==> config.mk <==
export PLATFORM = sky130hd
export DESIGN_NAME = nibble_add_sched
export DESIGN_NICKNAME = d
export VERILOG_FILES = /design/src/rtl/nibble_add_sched.sv
export SDC_FILE = /design/constraint.sdc
export NUM_CORES = 1
export LEC_CHECK = 0
export BUFFER_PORTS_ARGS = -buffer_cell sky130_fd_sc_hd__buf_2
export CORE_UTILIZATION = 58
export CTS_BUF_LIST = sky130_fd_sc_hd__clkbuf_8
export DETAILED_ROUTE_END_ITERATION = 10
export PLACE_DENSITY = 0.9
export SYNTH_ARGS = -nofsm -noshare
export SYNTH_HDL_FRONTEND = slang
export SYNTH_SLANG_ARGS = --single-unit
==> constraint.sdc <==
create_clock -name clk -period 7.1 [get_ports clk]
set_clock_uncertainty 0.15 [all_clocks]
set_input_delay 1.42 -clock clk [delete_from_list [all_inputs] [get_ports clk]]
set_output_delay 1.42 -clock clk [all_outputs]
set_load 0.005 [all_outputs]
==> src/rtl/nibble_add_sched.sv <==
// Two-requester adder that reuses one 4-bit adder, one nibble per cycle, LSB first.
// Define NIBBLE_ADD_SCHED_OVF_EN to add the signed-overflow output ovf.
//
// state | meaning
// IDLE  | waiting for a request; round-robin grant on the exit edge
// ADD   | one nibble summed per cycle into the accumulator
// DONE  | result visible, done pulse to the owner
module nibble_add_sched #(
    parameter int NIB = 4
) (
    input  logic             clk,
    input  logic             rst,
    input  logic             req0,
    input  logic [4*NIB-1:0] a0,
    input  logic [4*NIB-1:0] b0,
    input  logic             cin0,
    input  logic             req1,
    input  logic [4*NIB-1:0] a1,
    input  logic [4*NIB-1:0] b1,
    input  logic             cin1,
    output logic [4*NIB-1:0] sum,
    output logic             cout,
`ifdef NIBBLE_ADD_SCHED_OVF_EN
    output logic             ovf,
`endif
    output logic             done0,
    output logic             done1,
    output logic             busy,
    output logic             owner
);

    localparam int W  = 4 * NIB;
    localparam int IW = (NIB > 1) ? $clog2(NIB) : 1;

    typedef enum logic [1:0] {IDLE, ADD, DONE} state_t;

    state_t          state_q, state_d;
    logic [W-1:0]    a_q, a_d;
    logic [W-1:0]    b_q, b_d;
    logic [W-1:0]    acc_q, acc_d;
    logic [W-1:0]    sum_q, sum_d;
    logic [IW-1:0]   idx_q, idx_d;
    logic            carry_q, carry_d;
    logic            cout_q, cout_d;
    logic            owner_q, owner_d;
    logic            prio_q, prio_d;
`ifdef NIBBLE_ADD_SCHED_OVF_EN
    logic            ovf_q, ovf_d;
`endif

    logic            gnt;
    logic [3:0]      nib_a, nib_b;
    logic [4:0]      add_res;

    // The single shared adder: operand nibble selected by the index register.
    always_comb begin
        nib_a = 4'd0;
        nib_b = 4'd0;
        for (int k = 0; k < NIB; k++) begin
            if (idx_q == IW'(k)) begin
                nib_a = a_q[4*k +: 4];
                nib_b = b_q[4*k +: 4];
            end
        end
        add_res = {1'b0, nib_a} + {1'b0, nib_b} + {4'd0, carry_q};
    end

    always_comb begin
        state_d = state_q;
        a_d     = a_q;
        b_d     = b_q;
        acc_d   = acc_q;
        sum_d   = sum_q;
        idx_d   = idx_q;
        carry_d = carry_q;
        cout_d  = cout_q;
        owner_d = owner_q;
        prio_d  = prio_q;
`ifdef NIBBLE_ADD_SCHED_OVF_EN
        ovf_d   = ovf_q;
`endif
        gnt     = 1'b0;
        case (state_q)
            IDLE: begin
                if (req0 || req1) begin
                    // prio_q high means requester 1 wins a tie.
                    gnt     = req1 & (~req0 | prio_q);
                    state_d = ADD;
                    owner_d = gnt;
                    prio_d  = ~gnt;
                    a_d     = gnt ? a1 : a0;
                    b_d     = gnt ? b1 : b0;
                    carry_d = gnt ? cin1 : cin0;
                    idx_d   = '0;
                end
            end
            ADD: begin
                for (int k = 0; k < NIB; k++) begin
                    if (idx_q == IW'(k)) begin
                        acc_d[4*k +: 4] = add_res[3:0];
                    end
                end
                carry_d = add_res[4];
                idx_d   = idx_q + IW'(1);
                if (idx_q == IW'(NIB - 1)) begin
                    state_d = DONE;
                    idx_d   = '0;
                    sum_d   = acc_d;
                    cout_d  = add_res[4];
`ifdef NIBBLE_ADD_SCHED_OVF_EN
                    // Carry into the MSB recovered from the top nibble's bit 3.
                    ovf_d   = (nib_a[3] ^ nib_b[3] ^ add_res[3]) ^ add_res[4];
`endif
                end
            end
            DONE: begin
                state_d = IDLE;
            end
            default: begin
                state_d = IDLE;
            end
        endcase
    end

    always_ff @(posedge clk or posedge rst) begin
        if (rst) begin
            state_q <= IDLE;
            a_q     <= '0;
            b_q     <= '0;
            acc_q   <= '0;
            sum_q   <= '0;
            idx_q   <= '0;
            carry_q <= 1'b0;
            cout_q  <= 1'b0;
            owner_q <= 1'b0;
            prio_q  <= 1'b0;
`ifdef NIBBLE_ADD_SCHED_OVF_EN
            ovf_q   <= 1'b0;
`endif
        end else begin
            state_q <= state_d;
            a_q     <= a_d;
            b_q     <= b_d;
            acc_q   <= acc_d;
            sum_q   <= sum_d;
            idx_q   <= idx_d;
            carry_q <= carry_d;
            cout_q  <= cout_d;
            owner_q <= owner_d;
            prio_q  <= prio_d;
`ifdef NIBBLE_ADD_SCHED_OVF_EN
            ovf_q   <= ovf_d;
`endif
        end
    end

    assign sum   = sum_q;
    assign cout  = cout_q;
    assign owner = owner_q;
    assign busy  = (state_q != IDLE);
    assign done0 = (state_q == DONE) && !owner_q;
    assign done1 = (state_q == DONE) && owner_q;
`ifdef NIBBLE_ADD_SCHED_OVF_EN
    assign ovf   = ovf_q;
`endif

endmodule
==> results of run 1 <==
-- worst min-delay path by stage --
stage	startpoint	end	slack [ps]	depth (start not counted)
6_report	sum[9]$_DFFE_PP0P_	sum[9]$_DFFE_PP0P_	330	2
5_1_grt	prio_q$_DFFE_PP0P_	prio_q$_DFFE_PP0P_	360	1
4_1_cts	sum[9]$_DFFE_PP0P_	sum[9]$_DFFE_PP0P_	340	2
3_5_place_dp	sum[9]$_DFFE_PP0P_	sum[9]$_DFFE_PP0P_	320	2
3_3_place_gp	sum[13]$_DFFE_PP0P_	sum[13]$_DFFE_PP0P_	300	2
2_1_floorplan	acc_q[10]$_DFFE_PP0P_	acc_q[10]$_DFFE_PP0P_	300	2
-- cell type report --
type | instances | area (um^2) | area share (%)
sequential | 68 | 1702 | 43.79
inverter | 42 | 157.7 | 4.057
tap | 72 | 90.09 | 2.318
clock buffer | 11 | 151.4 | 3.896
timing repair buffer | 92 | 465.4 | 11.98
clock inverter | 3 | 38.79 | 0.9981
multi-input combinational | 196 | 1281 | 32.97
-- per-layer routing --
metal	share of wire, %	vias up	track usage, %
met4	2.5	0	15.47
met5	0	-	0
li1	-	1331	-
met2	49	109	42.83
met1	43	1314	34.25
met3	5.2	16	5.765
-- per-stage QoR --
| step | hold slack, ps | setup slack (ps) | power, mW |
|---|---|---|---|
| 2_1_floorplan | 300.3 | 3818 | 1.411 |
| 3_3_place_gp | 303.6 | 3962 | 1.589 |
| 3_5_place_dp | 321.3 | 3787 | 1.643 |
| 4_1_cts | 336.7 | 3771 | 1.959 |
| 5_1_grt | 357.9 | 3449 | 2.125 |
| 6_report | 326.5 | 3722 | 1.959 |
-- worst reg2reg max path: stages (launching register included) --
cell and delay (ps):
dfrtp_1 430, inv_1 100, ha_1 690, a21oi_1 160
a22oi_1 230, fa_1 230, inv_1 60, fa_1 410
xnor2_1 490, nand2_1 110, o21ai_0 120, o21ai_1 80
-- state kept, by name (all words and copies together), names as in the netlist --
register / flops
a_q: 16
acc_q: 12
b_q: 16
carry_q: 1
cout: 1
idx_q: 2
owner: 1
prio_q: 1
state_q: 2
sum: 16
-- layout by cell type (no fill, tap or decap), types with 2 or more instances in the layout --
master,n
nand3b_1,6
a21oi_1,19
ha_1,7
inv_2,2
a31oi_1,5
dfrtp_1,68
a22oi_1,2
buf_4,2
buf_2,90
nand2b_1,5
clkbuf_8,11
nor2_1,5
nand2_1,49
nand3_1,6
o21ai_1,28
mux2i_1,7
inv_1,41
and3_1,2
a21o_1,3
o21ai_0,6
a222oi_1,32
fa_1,2
mux2_1,3
-- power groups by stage --
stage	logic, mW	clock network, mW	registers [mW]
finish	0.963	0.310	0.686
global route	1.09	0.332	0.705
CTS	0.958	0.316	0.685
detailed placement	0.951	0	0.691
global placement	0.905	0	0.684
floorplan	0.751	0	0.660
-- kinds of logic (layout without fill, tap and decap cells) --
logic type      Yosys count  count (layout)
buf+inv                  65             148
simple gates             79              79
fa+ha+maj                 9               9
compound gates           97              97
xor+xnor                  1               1
flops                    68              68
mux                      10              10
==> results.md, run 1 <==
* Final routed wirelength across all metal layers at 7.187 mm
* #FFs+latches synth at 68
* Count of distinct cell types in the synthesized netlist at 35
* Clock-pin slew reported for the worst setup and hold paths after clock tree synthesis at 60 ps
* Critical R2R Launch: idx_q[0]$_DFFE_PP0P_
* Last weighted congestion value of the routability-driven placer at about 0.8
* CP bufs+invs at 2
* Total clock buffers created by CTS at 9
* Detailed-route wire length per cell at between 10 and 15 um
* Buffers added on ports at 90
* Synth Net Count at 408
* Fraction of power spent switching nets at 41.66%
* Remaining number of nets flagged by the antenna check after routing at 0
* Final setup TNS at 0 ps
* Category of the most critical setup path: flip-flop to flip-flop
* Longest Clk Path Bufs at 2
* Dominant combinational cell family by area after synthesis: compound AO/OA/AOI/OAI gates
* Cell depth of the worst flop-to-flop path at 11
* Pwr per Cell Area at 504.1 mW/mm^2
* Share of Yosys cell area claimed by the top area cell type at around half
* Final setup vio count at 0
* Relative slew slack at approximately 27%
* Internal cell power at 1.143 mW
* Post-Syn Instances at 329
* Cell count after placement at 470
* Simple-gate area share of the yosys netlist at 11.20%
* Core region area at 0.005507 mm^2
* Number of synthesized flops with an enable pin at 0
* Share of the cycle needed by the critical path after routing at 47.58%
* Via total after detailed routing at 2,770
* Post-CTS Setup Bufs at 0
* Cells taking the most area after synthesis: dfrtp_1, a222oi_1, nand2_1
* Adder-cell area share of the yosys netlist at around 3.9%
* Post-CTS Hold Fix Bufs at 0
* Number of cells on the critical path at 11
* Clock tree from TritonCTS: yes
* Start point of the critical path: idx_q[0]$_DFFE_PP0P_
* Share of the synthesized netlist area taken by xor and xnor gates at 0.2649%
* Register-to-Register Setup Slack at 3720 ps
* Compound-cell area share of the yosys netlist at about a fifth
* Run status: complete, no violations
* Highest ir drop seen on vdd at 0.0002291 V
* Share of flip-flops with an asynchronous set or reset after synthesis at 100.0%
* Die footprint at 0.006008 mm^2
* Setup repair after global routing missed its margin: false
* Data arrival at the endpoint of the critical path at 3430 ps
* Count of unresolved DRC violations after routing at 0
* Flop pwr share at 35.0%
* Share of cells above drive strength 1 at around 27%
* Final Util at 70.57%
* Count of inserted antenna diode cells at 0
* Min Clock Period, post-route at 3378 ps
* Share of power burned in combinational logic at 49.2%
* Number of iterations in the first detailed-routing pass at 9
* Number of rows created at floorplan at 27
* Count leader, synth: dfrtp_1
* Vias in the first global route at 2,665
* Warnings, synthesis at 0
* Reg2Reg Capture Point: sum[6]$_DFFE_PP0P_
* Library cell with the largest summed area after synthesis: dfrtp_1
* Reported max-cap violation count at 0
* Aggregate global-route resource usage at 26.99%
* Final count of pins violating max slew at 0
* Cell area after synthesis at 0.003307 mm^2
* Maximum number of pins on one net before global-route repair at 69
* Clock Tree Root: clkbuf_8
* CP endpoint: sum[6]$_DFFE_PP0P_
* Psw at around 0.82 mW
* Number of sinks handled by clock tree synthesis at 68
* Placed standard-cell area at 0.003696 mm^2
* Finished layout cell area at 0.003886 mm^2
* Final cell count without fillers at 484
* Crit path largest cell delay at 690 ps
* Worst EP required at 7150 ps
* Detail Placement HPWL at 5.102 mm
* Post-Synthesis Mean Instance Area at about 10 um^2
* Total I/O pin count at 91
* Sort of element at the start of the critical path: flip-flop
* Total global routing overflow at 0
* First-pass GRT wire length at around 12 mm
* # fillers at between 400 and 500
* Layout overhead on the synthesized area at 17.52%
* Leakage power figure at between 2 and 2.5 nW
* Hold violation count in the final report at 0
* Worst-path cell with the longest stage delay: ha_1
* Mux contribution to synthesized area at 3.140%
* Worst Tran Pin Value at between 1000 and 1500 ps
* Die Span X at about 78 um
* Number of antenna violations at the first check in global routing at 0
* Routed vias/inst at approximately 5.7
* Ys flop type: dfrtp_1
* Family with the most delay on the worst path: adder cells
* Nets@finish at 488
* Ranking of synthesized cells by instance count: dfrtp_1, nand2_1, inv_1, a222oi_1, o21ai_1
* Register area share after synthesis at 51.46%
* Total of cells resized after clock tree synthesis at 0
* Die H at 77.51 um
* Number of violations reported at the end of detailed-routing iteration 0 at 259
* Depth of the CTS H-tree at 3
* Crit path capture type: flip-flop
* Ordered list of cells on the worst path: inv_1 -> ha_1 -> a21oi_1 -> a22oi_1 -> fa_1 -> inv_1 -> fa_1 -> xnor2_1 -> nand2_1 -> o21ai_0 -> o21ai_1
* Worst min-delay path class: flip-flop to flip-flop
* Crit-path max FO at 23
* Highest achievable clock rate at 296.0 MHz
* Initial cell density of the core at between 60% and 70%
* Skew-Pair Late Insertion Delay at 350 ps
* Share of total power in the clock network at 15.8%
Note: power is estimated with default switching activity, not from simulation.
==> run 2: changes to the inputs <==
--- a/config.mk
+++ b/config.mk
@@ -5,11 +5,12 @@
 export SDC_FILE = /design/constraint.sdc
 export NUM_CORES = 1
 export LEC_CHECK = 0
+export ABC_AREA = 1
 export BUFFER_PORTS_ARGS = -buffer_cell sky130_fd_sc_hd__buf_2
-export CORE_UTILIZATION = 58
+export CORE_UTILIZATION = 49
 export CTS_BUF_LIST = sky130_fd_sc_hd__clkbuf_8
 export DETAILED_ROUTE_END_ITERATION = 10
-export PLACE_DENSITY = 0.9
+export PLACE_DENSITY = 0.81
 export SYNTH_ARGS = -nofsm -noshare
 export SYNTH_HDL_FRONTEND = slang
 export SYNTH_SLANG_ARGS = --single-unit
==> constraint.sdc (replaced) <==
create_clock -name clk -period 3 [get_ports clk]
set_clock_uncertainty 0.15 [all_clocks]
set_input_delay 0.6 -clock clk [delete_from_list [all_inputs] [get_ports clk]]
set_output_delay 0.6 -clock clk [all_outputs]
set_load 0.005 [all_outputs]
==> run 2 against run 1 <==
Critical path depth is 2 higher. Count of clock-buffer cells in the layout is 1 lower. Worst hold slack worse by 120 ps. Clock power is 100% higher. Setup slack worse by 3500 ps. Sequential share of layout area is 2.1 points lower. Register-to-register slack worse by 3500 ps. Sequential power is 130% higher. Core utilization is 8.1 points lower.
==> results.md, run 2 <==
* Warnings, synthesis at 0
* Total global routing overflow at 0
* Worst min-delay path class: input pin to asynchronous set/reset pin
* Nets@finish at 585
* Count leader, synth: nand2_1
* Skew-Pair Late Insertion Delay at 340 ps
* Routed vias/inst at 5.111
* Register-to-Register Setup Slack at 190 ps
* Highest ir drop seen on vdd at between 0.0004 and 0.0005 V
* Worst Tran Pin Value at between 1000 and 1500 ps
* Cell area after synthesis at 0.003396 mm^2
* Run status: complete, no violations
* Aggregate global-route resource usage at 24.17%
* Vias in the first global route at 2,952
* # fillers at 582
* Worst EP required at ~3100 ps
* Most common library cell in the layout ignoring fill and taps: nand2_1
* Family with the most delay on the worst path: adder cells
* Data arrival at the endpoint of the critical path at between 2000 and 3000 ps
* Post-Synthesis Mean Instance Area at 8.104 um^2
* Final setup vio count at 0
* Hold violation count in the final report at 0
* Post-CTS Hold Fix Bufs at 0
* Ordered list of cells on the worst path: inv_1 -> ha_1 -> buf_4 -> nand3_1 -> nand2_1 -> a22oi_1 -> fa_1 -> inv_2 -> fa_2 -> xnor2_4 -> nand2_1 -> o21ai_0 -> o21ai_0
* Leakage power figure at 2.136 nW
* Total design power at 4.891 mW
* Via total after detailed routing at around 3,000
* Number of violations reported at the end of detailed-routing iteration 0 at roughly 190
* Worst hold margin at 205.3 ps
* Detail Placement HPWL at 5.966 mm
* Count of unresolved DRC violations after routing at 0
* Ys flop type: dfrtp_1
* Share of cells above drive strength 1 at 25.05%
* Detailed-route wire length per cell at between 10 and 15 um
* Number of rows created at floorplan at 29
* Ranking of synthesized cells by instance count: nand2_1, dfrtp_1, inv_1, nand3_1, o21ai_0
* Count of inserted antenna diode cells at 0
* Die H at 85.25 um
* Crit path capture type: flip-flop
* Core region area at 0.006531 mm^2
* Clock Tree Root: clkbuf_8
* Register area share after synthesis at 50.11%
* Die Span X at 85.25 um
* Layout overhead on the synthesized area at 20.08%
* Final count of pins violating max slew at 0
* Share of flip-flops with an asynchronous set or reset after synthesis at 100.0%
* #FFs+latches synth at 68
* Clock-pin slew reported for the worst setup and hold paths after clock tree synthesis at 70 ps
* Category of the most critical setup path: flip-flop to flip-flop
* Final setup TNS at 0 ps
* Library cell with the largest summed area after synthesis: dfrtp_1
* Place WS at 130.8 ps
* Relative slew slack at 21.66%
* Crit-path max FO at 12
* Worst-path cell with the longest stage delay: fa_2
* Crit path largest cell delay at 430 ps
* Total clock buffers created by CTS at 9
* Cells taking the most area after synthesis: dfrtp_1, nand2_1, nand3_1
* Count of distinct cell types in the synthesized netlist at 29
* Total of cells resized after clock tree synthesis at 0
* Initial cell density of the core at 51.99%
* Worst setup margin at approximately 190 ps
* Maximum number of pins on one net before global-route repair at 38
* Sort of element at the start of the critical path: flip-flop
* Longest Clk Path Bufs at 2
* Share of Yosys cell area claimed by the top area cell type at 50.11%
* Share of the cycle needed by the critical path after routing at 93.79%
* Reported max-cap violation count at 0
* Depth of the CTS H-tree at 3
* Remaining number of nets flagged by the antenna check after routing at 0
* Highest achievable clock rate at 355.4 MHz
* Buffers added on ports at 90
* Final routed wirelength across all metal layers at 8.057 mm
* Post-CTS Setup Bufs at 0
* Synth Net Count at 498
* Pwr per Cell Area at approximately 1200 mW/mm^2
* Die footprint at around 0.0073 mm^2
* Number of iterations in the first detailed-routing pass at 4
* First-pass GRT wire length at 13.57 mm
* Min Clock Period, post-route at 2814 ps
* CP bufs+invs at 3
* Post-Syn Instances at 419
* Number of synthesized flops with an enable pin at 0
* Number of sinks handled by clock tree synthesis at a little under 70
* Last weighted congestion value of the routability-driven placer at 0.9120
* Total I/O pin count at 91
* Top library cells by usage in the layout, fill and taps aside: nand2_1, buf_2, dfrtp_1
* Clock tree from TritonCTS: yes
* Number of antenna violations at the first check in global routing at 0
* Final Util at 62.43%
[run 2: cell types whose count changed after synthesis, sizes merged, moves of 7 or more]
cell    before  now
a21oi       19    9
a222oi      32    0
buf         20   12
mux2i        7    0
nand2       49  157
nand3        6   31
nor2         6   14
o211ai       0   18
o22ai        0    9
[run 2: metrics by stage]
step	std cells	cell area (um^2)
after floorplan	419	3396
after global placement	572	3886
after detailed placement	572	3886
after CTS	588	4049
after global routing	588	4078
final	588	4078
[run 2: power by group]
part / internal (mW) / switching [mW] / total (mW)
combinational: 1.05 / 1.62 / 2.67
clock: 0.307 / 0.316 / 0.623
sequential: 1.37 / 0.228 / 1.60
total: 2.73 / 2.16 / 4.89
[run 2: cell families after synthesis]
logic type	after synthesis	synth area share [%]
adders and majority gates	9	3.758
and+or+nand+nor	209	25.35
buffers and inverters	61	7.995
AOI/OAI and AO/OA	71	12.53
DFF	68	50.11
xor gates and xnor gates	1	0.2580
[run 2: worst register-to-register path, cell delays in order, from the launching register on]
cell	delay, ps
dfrtp_1	420
inv_1	90
ha_1	230
buf_4	190
nand3_1	120
nand2_1	60
a22oi_1	210
fa_1	230
inv_2	50
fa_2	430
xnor2_4	180
nand2_1	80
o21ai_0	110
o21ai_0	110
[run 2: area by class of cell]
class	count	area, um^2	area share (%)
inverters	40	150.1	3.682
clock inverters	6	25.02	0.6137
repair buffers	97	515.5	12.64
multi-input cells	290	1451	35.59
clock buffers	10	137.6	3.375
flip-flops and latches	68	1702	41.73
well taps	77	96.34	2.363
[run 2: worst paths after layout]
| check | startpoint | cells past startpoint | end |
|---|---|---|---|
| worst min register to register | sum[15]$_DFFE_PP0P_ | 2 | sum[15]$_DFFE_PP0P_ |
| worst max-delay path | idx_q[0]$_DFFE_PP0P_ | 13 | sum[2]$_DFFE_PP0P_ |
| min in group clk | b0[11] | 3 | b_q[11]$_DFFE_PP0P_ |
| max in group asynchronous | rst | 3 | idx_q[0]$_DFFE_PP0P_ |
| worst min-delay path | rst | 2 | cout$_DFFE_PP0P_ |
| worst max register to register | idx_q[0]$_DFFE_PP0P_ | 13 | sum[2]$_DFFE_PP0P_ |
[run 2: metal layers]
metal  wire [um]  track usage, %  vias to the layer above
met5           0               0                        -
met4         168           10.17                        0
met3         400           4.280                       15
met2        3686           38.34                       84
met1        3801           32.93                     1383
li1            -               -                     1523
